===== config.mk =====
export PLATFORM = sky130hd
export DESIGN_NAME = load_store_unit
export DESIGN_NICKNAME = d
export VERILOG_FILES = /design/src/rtl/load_store_unit.sv
export SDC_FILE = /design/constraint.sdc
export NUM_CORES = 1
export LEC_CHECK = 0
export ABC_CLOCK_PERIOD_IN_PS = 1750
export BUFFER_PORTS_ARGS = -buffer_cell sky130_fd_sc_hd__buf_2
export CORE_MARGIN = 5
export CORE_UTILIZATION = 35
export DETAILED_ROUTE_END_ITERATION = 16
export GPL_TIMING_DRIVEN = 0
export PLACE_DENSITY = 0.61
export SETUP_SLACK_MARGIN = 0.02
export SLEW_MARGIN = 20
export SYNTH_ARGS = -nofsm -noshare
export SYNTH_HDL_FRONTEND = slang
export SYNTH_SLANG_ARGS = --single-unit

===== constraint.sdc =====
create_clock -name clk -period 1.75 [get_ports clk]
set_input_delay 0.175 -clock clk [delete_from_list [all_inputs] [get_ports clk]]
set_output_delay 0.175 -clock clk [all_outputs]
set_load 0.01 [all_outputs]

===== src/rtl/load_store_unit.sv =====
// -----------------------------------------------------------------------------
// load_store_unit
//   Sits between a CPU and a word-wide data memory. It turns byte, halfword and
//   word loads and stores into aligned 32-bit memory accesses. Little-endian
//   byte lanes are used throughout.
//   - A sub-word load reads the whole word, picks out the addressed lane and
//     then sign- or zero-extends it.
//   - A sub-word store is a read-modify-write: the word is read, the target
//     lane is replaced, and the result is written back.
//   - A misaligned access, or one with the reserved size, never touches
//     memory. It completes with err in the response cycle.
//
// Ports
//   clk        single clock, rising-edge
//   rst_n      asynchronous active-low reset
//   req        access request, sampled only while idle
//   we         1 = store, 0 = load
//   size       00 byte, 01 halfword, 10 word, 11 reserved (always rejected)
//   sign_ext   loads: 1 = sign-extend, 0 = zero-extend
//   addr       byte address
//   wdata      store data, right-justified
//   busy       high whenever an access is in flight
//   done       one-cycle completion pulse
//   err        one-cycle pulse with done for a rejected access
//   rdata      last successful load result
//   MemRead    word read strobe
//   MemWrite   word write strobe (memory writes at the edge ending the cycle)
//   Address    word-aligned memory address, 0 when no strobe is active
//   WriteData  word to write, 0 when MemWrite is low
//   ReadData   combinational memory read data
// -----------------------------------------------------------------------------
module load_store_unit (
  input  logic        clk,
  input  logic        rst_n,
  input  logic        req,
  input  logic        we,
  input  logic [1:0]  size,
  input  logic        sign_ext,
  input  logic [31:0] addr,
  input  logic [31:0] wdata,
  output logic        busy,
  output logic        done,
  output logic        err,
  output logic [31:0] rdata,
  output logic        MemRead,
  output logic        MemWrite,
  output logic [31:0] Address,
  output logic [31:0] WriteData,
  input  logic [31:0] ReadData
);

  typedef enum logic [2:0] {
    IDLE   = 3'd0,
    RD     = 3'd1,
    RMW_RD = 3'd2,
    WR     = 3'd3,
    RESP   = 3'd4
  } stateT;

  stateT       stateReg, stateNext;

  logic [31:0] addrReg;
  logic        weReg;
  logic [1:0]  sizeReg;
  logic        signExtReg;
  logic [31:0] wdataReg;
  logic        errReg;
  logic [31:0] mergeReg;
  logic [31:0] rdataReg;

  logic        misaligned;
  logic [31:0] shiftedWord;
  logic [31:0] loadValue;
  logic [3:0]  laneHit;
  logic [31:0] mergedWord;

  // Alignment check on the live request inputs. The result decides the
  // state that follows IDLE.
  always_comb begin
    misaligned = 1'b0;
    case (size)
      2'b00:   misaligned = 1'b0;
      2'b01:   misaligned = addr[0];
      2'b10:   misaligned = (addr[1:0] != 2'b00);
      default: misaligned = 1'b1;
    endcase
  end

  // Move the addressed lane down to bit 0. Halfwords are aligned, so the
  // shift is always 0 or 16 for them.
  assign shiftedWord = ReadData >> {addrReg[1:0], 3'b000};

  always_comb begin
    loadValue = ReadData;
    case (sizeReg)
      2'b00:   loadValue = {{24{signExtReg & shiftedWord[7]}},  shiftedWord[7:0]};
      2'b01:   loadValue = {{16{signExtReg & shiftedWord[15]}}, shiftedWord[15:0]};
      default: loadValue = ReadData;
    endcase
  end

  // Per-lane store merge. A word store hits every lane, so the merge word
  // has no effect in that case.
  generate
    for (genvar gi = 0; gi < 4; gi++) begin : gLane
      localparam logic [1:0] LANE = gi;
      logic [7:0] laneByte;

      assign laneHit[gi] = (sizeReg == 2'b10) ||
                           ((sizeReg == 2'b01) && (addrReg[1] == LANE[1])) ||
                           ((sizeReg == 2'b00) && (addrReg[1:0] == LANE));

      always_comb begin
        laneByte = wdataReg[8*gi +: 8];
        if (sizeReg == 2'b00)
          laneByte = wdataReg[7:0];
        else if (sizeReg == 2'b01)
          laneByte = LANE[0] ? wdataReg[15:8] : wdataReg[7:0];
      end

      assign mergedWord[8*gi +: 8] = laneHit[gi] ? laneByte : mergeReg[8*gi +: 8];
    end
  endgenerate

  // State and datapath registers.
  always_ff @(posedge clk or negedge rst_n) begin
    if (!rst_n) begin
      stateReg   <= IDLE;
      addrReg    <= '0;
      weReg      <= 1'b0;
      sizeReg    <= 2'b00;
      signExtReg <= 1'b0;
      wdataReg   <= '0;
      errReg     <= 1'b0;
      mergeReg   <= '0;
      rdataReg   <= '0;
    end else begin
      stateReg <= stateNext;
      if (stateReg == IDLE && req) begin
        addrReg    <= addr;
        weReg      <= we;
        sizeReg    <= size;
        signExtReg <= sign_ext;
        wdataReg   <= wdata;
        errReg     <= misaligned;
      end
      if (stateReg == RD && !weReg)
        rdataReg <= loadValue;
      if (stateReg == RMW_RD)
        mergeReg <= ReadData;
    end
  end

  // Next state and outputs. The outputs are decoded from the state register
  // only, so an asynchronous reset drops the strobes at once.
  always_comb begin
    stateNext = stateReg;
    busy      = 1'b1;
    done      = 1'b0;
    err       = 1'b0;
    MemRead   = 1'b0;
    MemWrite  = 1'b0;
    Address   = '0;
    WriteData = '0;
    case (stateReg)
      IDLE: begin
        busy = 1'b0;
        if (req) begin
          if (misaligned)
            stateNext = RESP;
          else if (!we)
            stateNext = RD;
          else if (size == 2'b10)
            stateNext = WR;
          else
            stateNext = RMW_RD;
        end
      end
      RD: begin
        MemRead   = 1'b1;
        Address   = {addrReg[31:2], 2'b00};
        stateNext = RESP;
      end
      RMW_RD: begin
        MemRead   = 1'b1;
        Address   = {addrReg[31:2], 2'b00};
        stateNext = WR;
      end
      WR: begin
        MemWrite  = 1'b1;
        Address   = {addrReg[31:2], 2'b00};
        WriteData = mergedWord;
        stateNext = RESP;
      end
      RESP: begin
        done      = 1'b1;
        err       = errReg;
        stateNext = IDLE;
      end
      default: begin
        busy      = 1'b0;
        stateNext = IDLE;
      end
    endcase
  end

  assign rdata = rdataReg;

endmodule

==> metrics, run 1 <==
CTS HTree Levels=4; Commonest cells post-synth=dfrtp_1 (136), mux2_2 (68), mux2_1 (42); met2 usage=0.353; largest area contributor in the netlist=dfrtp_1; Ports=204; Post-DRT Antenna Nets=0; RR Endpoint=addrReg[18]$_DFFE_PN0P_; grt met3 use=0.0497; routed vias=6609; synthesized area=6880 sq um; first-pass GRT wire length=37.6 mm; Hold Crit Class=input pin to flip-flop; Max-Cap Viols=0; quantity of I/O buffers inserted on ports=about 200; Crit Reg-Reg Startpoint=stateReg[2]$_DFFE_PN0P_; Ys Warns=0; GR Util met1=0.282; crit path DAT=~2.0 ns; Post-synth EDFFs=0; Most used DFF post-synth=dfrtp_1; GR peak layer=met2; Layout area overhead=77.2%; RePlAce Congestion=0.876; initial antenna violation count=1; synth top area cells=dfrtp_1 (49%), mux2_2 (11%), mux2_1 (6.9%); Min-Delay Startpoint=wdata[23]; WL per Instance=21.6 microns; clk_skew=about 0.0086 ns; startpoint types=flip-flop; Tot GR Track Use=0.218; Initial Utilization=0.355; Cells after Synth=617; Max Slew Vio Count=0; Num CTS Buffers=17; core box area=19400 sq um; grt total ovfl=0; flop2flop setup slack=-0.12 ns; Crit Path Max Fanout=5; crit share post-route=1.25; most common cell in the synthesized netlist=dfrtp_1; Multi-input gate area=4370 sq um; status=complete, but fails checks; Post-Syn Area per Cell=11.2 sq um; worst skew pair latency=0.42 ns; TritonCTS sink count=136; die extent in y=150 microns; Static Leak=between 5 and 6 nW; largest net degree at the start of global routing=99; cell row count=slightly above 50; vias per inst=~5.3; CTS Buffer Depth=2; Final TNS setup=-22.86 ns; layout cells sized above 1=0.619; Hold Path Depth=2; Reg area=3410 sq um; Setup crit end kind=output port; CP Data Required Time=~1.6 ns; die width=between 150 and 200 microns; worst vdd ir=1.16 mV; Slew HR=0.640; Final Net Count=1077; fillers=1466; Worst-path clk slew=0.06 ns; RSZ-0062 raised after global routing=true; crit path time final=2.19 ns; Pwr Density=2020 nW/um^2; total power=24.7 mW; DRC=0; Detailed Routing Iterations Pass 1=5; Synth cell types=51; max frequency=456 MHz; FF+latch count, synth=136; CTS tree=yes; DR iter-0 viols=435; final hold violation count=0; final setup margin=-0.444 ns; clock root cell=clkbuf_16; drt total wl=~27 mm; post-synth top area share=0.494; Worst Hold Endpoint=wdataReg[23]$_DFFE_PN0P_; Reg2Reg Depth=7; Post-synth ARST share=1.00; Seq/Total Area, Yosys=0.494; setup violators final=about 150; Crit Path Category=flip-flop to output port; detailed placer's ending HPWL=~17 mm; DIE AREA=22600 sq um; worst-margin pin slew=~0.54 ns; failing checks=negative setup slack; vias in the first global route=6645
sequential cells by signal, indices dropped and copies added, names as in the netlist:
signal / cells
errReg: 1
signExtReg: 1
sizeReg: 2
weReg: 1
mergeReg: 32
stateReg: 3
wdataReg: 32
addrReg: 32
rdata: 32
worst max path at each step:
stage / from / endpoint / slack [ns] / depth (start not counted)
after floorplan: addrReg[1]$_DFFE_PN0P_ / WriteData[14] / -0.03 / 6
after global placement: rst_n / rdata[2]$_DFFE_PN0P_ / -1.53 / 1
after detailed placement: stateReg[0]$_DFFE_PN0P_ / rdata[23]$_DFFE_PN0P_ / -0.64 / 6
after CTS: addrReg[1]$_DFFE_PN0P_ / WriteData[13] / -0.43 / 7
after global routing: stateReg[2]$_DFFE_PN0P_ / WriteData[15] / -0.49 / 6
final: stateReg[2]$_DFFE_PN0P_ / WriteData[15] / -0.44 / 6
cell type report:
class                           instances  share of cell area
Timing Repair Buffer                  344               0.240
Tap cell                              265              0.0272
Clock inverter                         13             0.00964
Clock buffer                           19              0.0363
Inverter                                8             0.00267
Multi-Input combinational cell        424               0.359
Buffer                                 43              0.0459
Antenna cell                            1            0.000205
Sequential cell                       136               0.279
report_power, final:
group	leakage [nW]	internal (mW)	switching, mW
Combinational	3.74	8.34	6.73
Sequential	1.60	4.78	1.36
Clock	0.274	2.00	1.48
Total	5.61	15.1	9.57
placed cells by master, fill, tap and decap left out, types with 5 or more instances in the layout:
master	n
o21a_1	8
dlygate4sd3_1	63
a211oi_4	5
a22oi_1	8
buf_8	24
a222oi_1	5
o21ai_1	13
o21ai_2	14
clkbuf_16	32
a21oi_2	20
mux2_2	15
a21oi_1	6
dfrtp_1	134
o21ai_0	9
a311oi_4	7
inv_1	5
buf_4	31
buf_12	9
mux2_4	94
nand2_1	34
and2_4	32
nor2_1	24
a21oi_4	10
buf_2	165
nand3_2	18
mux2i_1	18
buf_6	69
nand3_1	20
routing by layer:
layer | vias to the layer above | part of all wire
met5 | - | 0
met4 | 0 | 0.034
met3 | 62 | 0.064
met2 | 304 | 0.49
met1 | 3293 | 0.41
li1 | 2950 | -
critical path, cell delays in order (launching register included):
cell	delay [ns]
dfrtp_2	0.43
buf_8	0.13
nand3b_1	0.17
buf_6	0.15
clkbuf_8	0.17
a311oi_4	0.33
buf_2	0.20
cell families after synthesis:
kind of cell / count (synthesis) / share of synthesized area
buffers and inverters: 58 / 0.0391
AO/OA/AOI/OAI: 127 / 0.120
multiplexers: 137 / 0.221
other: 1 / 0.000545
AND/OR/NAND/NOR: 156 / 0.122
XOR/XNOR: 2 / 0.00254
flip-flops: 136 / 0.494
metrics by stage:
step | std cells | util | setup WS [ns] | area (sq um) | hold slack, ns
after global routing | 1253 | 0.629 | -0.494 | 12200 | 0.0128
after global placement | 1084 | 0.425 | -1.53 | 8250 | 0.391
final | 1253 | 0.629 | -0.444 | 12200 | 0.00956
after CTS | 1216 | 0.553 | -0.434 | 10700 | 0.00394
after detailed placement | 1085 | 0.427 | -0.642 | 8290 | 0.0816
after floorplan | 618 | - | -0.0300 | 6920 | -0.121
what timing repair did:
action,4_1_cts,5_1_grt
setup buffers,35,30
endpoints found under the hold margin,100,0
gates cloned,4,14
hold buffers,63,0
pin swaps,22,50
resized for setup,235,261
endpoints found under the setup margin,195,190
No activity file was read; power rests on OpenSTA's default activity.
==> run 2: changes to the inputs <==
--- a/config.mk
+++ b/config.mk
@@ -5,13 +5,13 @@
 export SDC_FILE = /design/constraint.sdc
 export NUM_CORES = 1
 export LEC_CHECK = 0
-export ABC_CLOCK_PERIOD_IN_PS = 1750
+export ABC_CLOCK_PERIOD_IN_PS = 2100
 export BUFFER_PORTS_ARGS = -buffer_cell sky130_fd_sc_hd__buf_2
 export CORE_MARGIN = 5
 export CORE_UTILIZATION = 35
 export DETAILED_ROUTE_END_ITERATION = 16
 export GPL_TIMING_DRIVEN = 0
-export PLACE_DENSITY = 0.61
+export PLACE_DENSITY = 0.59
 export SETUP_SLACK_MARGIN = 0.02
 export SLEW_MARGIN = 20
 export SYNTH_ARGS = -nofsm -noshare
==> constraint.sdc (replaced) <==
create_clock -name clk -period 2.1 [get_ports clk]
set_input_delay 0.21 -clock clk [delete_from_list [all_inputs] [get_ports clk]]
set_output_delay 0.21 -clock clk [all_outputs]
set_load 0.01 [all_outputs]
==> run 2 against run 1 <==
Compared with the run above:
- via count decreased by 8.9%
- non-clock buffer count decreased by 60
- highest routed layer is now met5
- die area unchanged
- final area decreased by 15%
- the flow still finishes with violations (negative setup slack)
- critical endpoint is now WriteData[10]
- clock skew increased by 0.0027 ns
- worst hold slack improved by 0.0081 ns
- combinational power decreased by 42%
- cell count decreased by 4.9%
- critical path depth increased by 1
- sequential power decreased by 19%
- clock power decreased by 10%
==> metrics, run 2 (synthesis results as in run 1) <==
status=complete, but fails checks; failing checks=negative setup slack; crit path DAT=2.03 ns; Post-DRT Antenna Nets=0; crit path time final=2.24 ns; DR iter-0 viols=approximately 370; DP Worst Slack=-0.338 ns; Slew HR=0.615; CP peak stage delay=0.42 ns; vias per inst=roughly 5.0; core box area=19400 sq um; Tot GR Track Use=0.204; layout cells sized above 1=0.498; crit share post-route=1.07; routed vias=6019; WP buf/inv=4; TritonCTS sink count=roughly 140; grt total ovfl=0; worst vdd ir=approximately 0.97 mV; commonest non-fill, non-tap cell in the layout=buf_2; CP most frequent cell=buf_8; RR Endpoint=mergeReg[7]$_DFFE_PN0P_; Crit Reg-Reg Startpoint=stateReg[2]$_DFFE_PN0P_; WL per Instance=19.7 microns; max frequency=~450 MHz; Initial Utilization=0.355; Hold Path Depth=2; Worst Hold Endpoint=wdataReg[14]$_DFFE_PN0P_; Hold Crit Class=input pin to flip-flop; final hold violation count=0; Setup crit end kind=output port; vias in the first global route=6052; Pwr Density=1630 nW/um^2; largest net degree at the start of global routing=80; DIE AREA=22600 sq um; quantity of I/O buffers inserted on ports=201; Detailed Routing Iterations Pass 1=6; CTS HTree Levels=4; Max-Cap Viols=0; die width=150 microns; Crit Path Category=flip-flop to output port; fin area=10300 sq um; RSZ-0062 raised after global routing=true; ant diodes=0; CTS tree=yes; Max Slew Vio Count=0; DRC=0; dpl cell area=8260 sq um; flop2flop setup slack=0.05 ns; cell row count=51; RePlAce Congestion=0.919; worst-margin pin slew=0.576 ns; slowest stage cell on the critical path=dfrtp_1; Num CTS Buffers=17; Crit Path Max Fanout=7; final setup margin=-0.142 ns; Worst-path clk slew=0.06 ns; clk_skew=0.0112 ns; critical path cell sequence=buf_8, o21bai_4, a21oi_4, buf_6, buf_8, a311oi_4, buf_2; most frequent cells in the layout=buf_2 (206), dfrtp_1 (134), mux2_2 (68); CP Data Required Time=~1.9 ns; die extent in y=150 microns; setup violators final=32; first-pass GRT wire length=roughly 35 mm; Min-Delay Startpoint=wdata[14]; Ports=204; initial antenna violation count=1; Reg2Reg Depth=5; Layout area overhead=50.2%; startpoint types=flip-flop; CP top delay family=buffers and inverters; Static Leak=4.72 nW; fillers=1705; clock root cell=clkbuf_16; worst skew pair latency=between 0.4 and 0.5 ns; detailed placer's ending HPWL=between 15 and 20 mm; Final Net Count=approximately 1k; CTS Buffer Depth=2; drt total wl=23.4 mm
run 2: cell count changes in the layout (fill, tap and decap cells not counted), sizes merged:
cell,change
clkinvlp,+2
buf,-30
clkinv,-3
diode,-1
inv,-1
clkbuf,-5
bufinv,+2
dlygate4sd3,-25
run 2: stage by stage:
step                      instances   util  hold WS [ns]  power (mW)  setup TNS (ns)
final                          1192  0.533        0.0177        16.8           -2.09
after global routing           1192  0.533       0.00581        17.9           -4.24
after CTS                      1171  0.512       0.00102        16.0           -3.03
after detailed placement       1085  0.426         0.175        11.4          -25.15
after global placement         1084  0.424         0.425        11.3         -191.09
after floorplan                 618      -       -0.0856        9.20               0
run 2: cell type report:
| type | count | area [sq um] | share of cell area |
|---|---|---|---|
| multi-input cells | 424 | 3720 | 0.360 |
| flip-flops and latches | 136 | 3410 | 0.329 |
| repair buffers | 280 | 1850 | 0.179 |
| clock buffers | 19 | 443 | 0.0428 |
| plain buffers | 47 | 395 | 0.0382 |
| well taps | 265 | 332 | 0.0321 |
| clock inverters | 13 | 169 | 0.0163 |
| inverters | 8 | 30.0 | 0.00290 |
run 2: worst max path at each step:
stage | from | endpoint | depth (start not counted)
after floorplan | addrReg[1]$_DFFE_PN0P_ | WriteData[14] | 6
after global placement | rst_n | wdataReg[25]$_DFFE_PN0P_ | 1
after detailed placement | sizeReg[1]$_DFFE_PN0P_ | WriteData[14] | 7
after CTS | stateReg[2]$_DFFE_PN0P_ | WriteData[14] | 5
after global routing | sizeReg[0]$_DFFE_PN0P_ | WriteData[14] | 5
final | sizeReg[0]$_DFFE_PN0P_ | WriteData[10] | 7
run 2: power by group:
group | internal [mW] | leakage [nW] | total (mW) | switching [mW]
Combinational | 4.16 | 2.83 | 8.73 | 4.58
Clock | 1.91 | 0.287 | 3.12 | 1.21
Sequential | 3.98 | 1.60 | 4.96 | 0.981
run 2: per-layer routing:
metal,part of all wire,wire [microns],global-route usage
met2,0.48,11100,0.323
met3,0.064,1500,0.0430
met5,0.00030,7,0
met4,0.032,750,0.0855
met1,0.43,10000,0.273
run 2: timing repair:
| item | in CTS | in global routing |
|---|---|---|
| pin swaps | 14 | 25 |
| gates cloned | 1 | 1 |
| setup endpoints to repair | 188 | 100 |
| gates resized for setup | 125 | 71 |
| hold endpoints to repair | 94 | 0 |
| hold buffers | 38 | 0 |
| buffers inserted | 17 | 22 |
==> run 3: changes to the inputs <==
==> constraint.sdc (replaced) <==
create_clock -name clk -period 2.1 [get_ports clk]
set_input_delay 0.105 -clock clk [delete_from_list [all_inputs] [get_ports clk]]
set_output_delay 0.105 -clock clk [all_outputs]
set_load 0.005 [all_outputs]
==> run 3 against run 2 <==
Compared with the run above:
- the run still ends with negative setup slack left
- non-clock buffer count up 42
- worst hold slack better by 0.00063 ns
- sequential power shrank 0.8%
- via count rose by 1.7%
- fmax increased by 3.3%
- final area increased by 0.73%
- critical path depth is 2 lower
- die area unchanged
- combinational power shrank 12%
- setup slack improved by 0.072 ns
- sequential cell count stayed put
- utilization grew 0.39 points
- critical endpoint is now WriteData[9]
==> metrics, run 3 (synthesis results as in run 1) <==
status=complete, but fails checks; failing checks=negative setup slack; WHS=approximately 0.018 ns; CTS Buffer Depth=2; Static Leak=approximately 4.8 nW; final hold violation count=0; vias in the first global route=about 6.3k; drt total wl=23.0 mm; DRC=0; CP Data Required Time=2.00 ns; fin util=0.537; Crit Path Max Fanout=5; cell row count=51; Worst-path clk slew=0.06 ns; RePlAce Congestion=0.919; DIE AREA=about 23000 sq um; Layout area overhead=51.3%; WL per Instance=18.7 microns; total power=between 15 and 20 mW; final setup margin=-0.0700 ns; first-pass GRT wire length=36.0 mm; ant diodes=0; Pwr Density=1500 nW/um^2; TritonCTS sink count=136; Initial Utilization=0.355; worst vdd ir=1.01 mV; max frequency=461 MHz; quantity of I/O buffers inserted on ports=201; vias per inst=4.96; worst skew pair latency=0.42 ns; Setup crit end kind=output port; Hold Crit Class=input pin to flip-flop; DR iter-0 viols=340; most frequent cells in the layout=buf_2 (215), dfrtp_1 (134), dlygate4sd3_1 (96); CTS HTree Levels=4; startpoint types=flip-flop; setup violators final=8; initial antenna violation count=0; crit path DAT=a little over 2 ns; grt total ovfl=0; detailed placer's ending HPWL=between 15 and 20 mm; crit path time final=between 2 and 2.5 ns; layout cells sized above 1=0.434; Post-DRT Antenna Nets=0; Max Slew Vio Count=0; Max-Cap Viols=0; commonest non-fill, non-tap cell in the layout=buf_2; clock root cell=clkbuf_16; core box area=just under 20000 sq um; Slew HR=0.622; Num CTS Buffers=17; Detailed Routing Iterations Pass 1=6; Tot GR Track Use=0.209; Final Net Count=around 1.1k; RSZ-0062 raised after global routing=true; worst-margin pin slew=0.567 ns; fillers=1722; largest net degree at the start of global routing=80; Ports=approximately 200; DP Worst Slack=-0.300 ns; clk_skew=0.00953 ns; die extent in y=150 microns; die width=roughly 150 microns; crit share post-route=1.03; routed vias=approximately 6k; CTS tree=yes; Crit Path Category=flip-flop to output port
==> run 3: through the flow <==
step / setup TNS [ns] / cell area, sq um / cells
5_1_grt: -0.798 / 10400 / 1234
3_3_place_gp: -175.80 / 8230 / 1084
4_1_cts: -0.755 / 10200 / 1222
3_5_place_dp: -24.13 / 8260 / 1085
2_1_floorplan: 0 / 6890 / 618
6_report: -0.272 / 10400 / 1234
==> run 3: timing repair <==
action	in CTS	in global routing
hold buffers	96	0
endpoints found under the hold margin	158	0
pin swaps	6	11
gates cloned	1	2
endpoints found under the setup margin	188	81
buffers inserted	11	12
gates resized for setup	72	40
==> run 3: final timing paths <==
check	startpoint	endpoint	slack, ns	depth (start not counted)
hold reg to reg	addrReg[31]$_DFFE_PN0P_	addrReg[31]$_DFFE_PN0P_	0.48	1
hold / removal	ReadData[22]	mergeReg[22]$_DFFE_PN0P_	0.02	2
max in group asynchronous	rst_n	wdataReg[20]$_DFFE_PN0P_	1.14	3
setup / recovery	stateReg[2]$_DFFE_PN0P_	WriteData[9]	-0.07	5
min in group asynchronous	rst_n	rdata[2]$_DFFE_PN0P_	0.20	2
setup reg to reg	stateReg[2]$_DFFE_PN0P_	mergeReg[3]$_DFFE_PN0P_	0.10	5
==> run 3: worst max-delay path, stage by stage, from the launching register on <==
cell      delay (ns)
dfrtp_2         0.43
buf_8           0.13
nand3b_1        0.31
buf_4           0.25
a311oi_2        0.35
buf_2           0.18
==> run 3: where the power goes <==
group / switching (mW) / internal, mW
clock network: 1.21 / 1.91
registers: 0.937 / 3.98
logic: 3.84 / 3.79
==> run 3: area by class of cell <==
type / instances / area, sq um / share of cell area
Buffer: 46 / 343 / 0.0329
Clock buffer: 19 / 443 / 0.0425
Clock inverter: 13 / 169 / 0.0162
Inverter: 8 / 30.0 / 0.00288
Multi-Input combinational cell: 424 / 3490 / 0.335
Sequential cell: 136 / 3410 / 0.327
Tap cell: 265 / 332 / 0.0318
Timing Repair Buffer: 323 / 2200 / 0.212
==> run 3: routing by layer <==
metal,track usage,wire length (microns)
met1,0.279,10100
met2,0.327,10600
met3,0.0403,1320
met4,0.100,931
met5,0,0
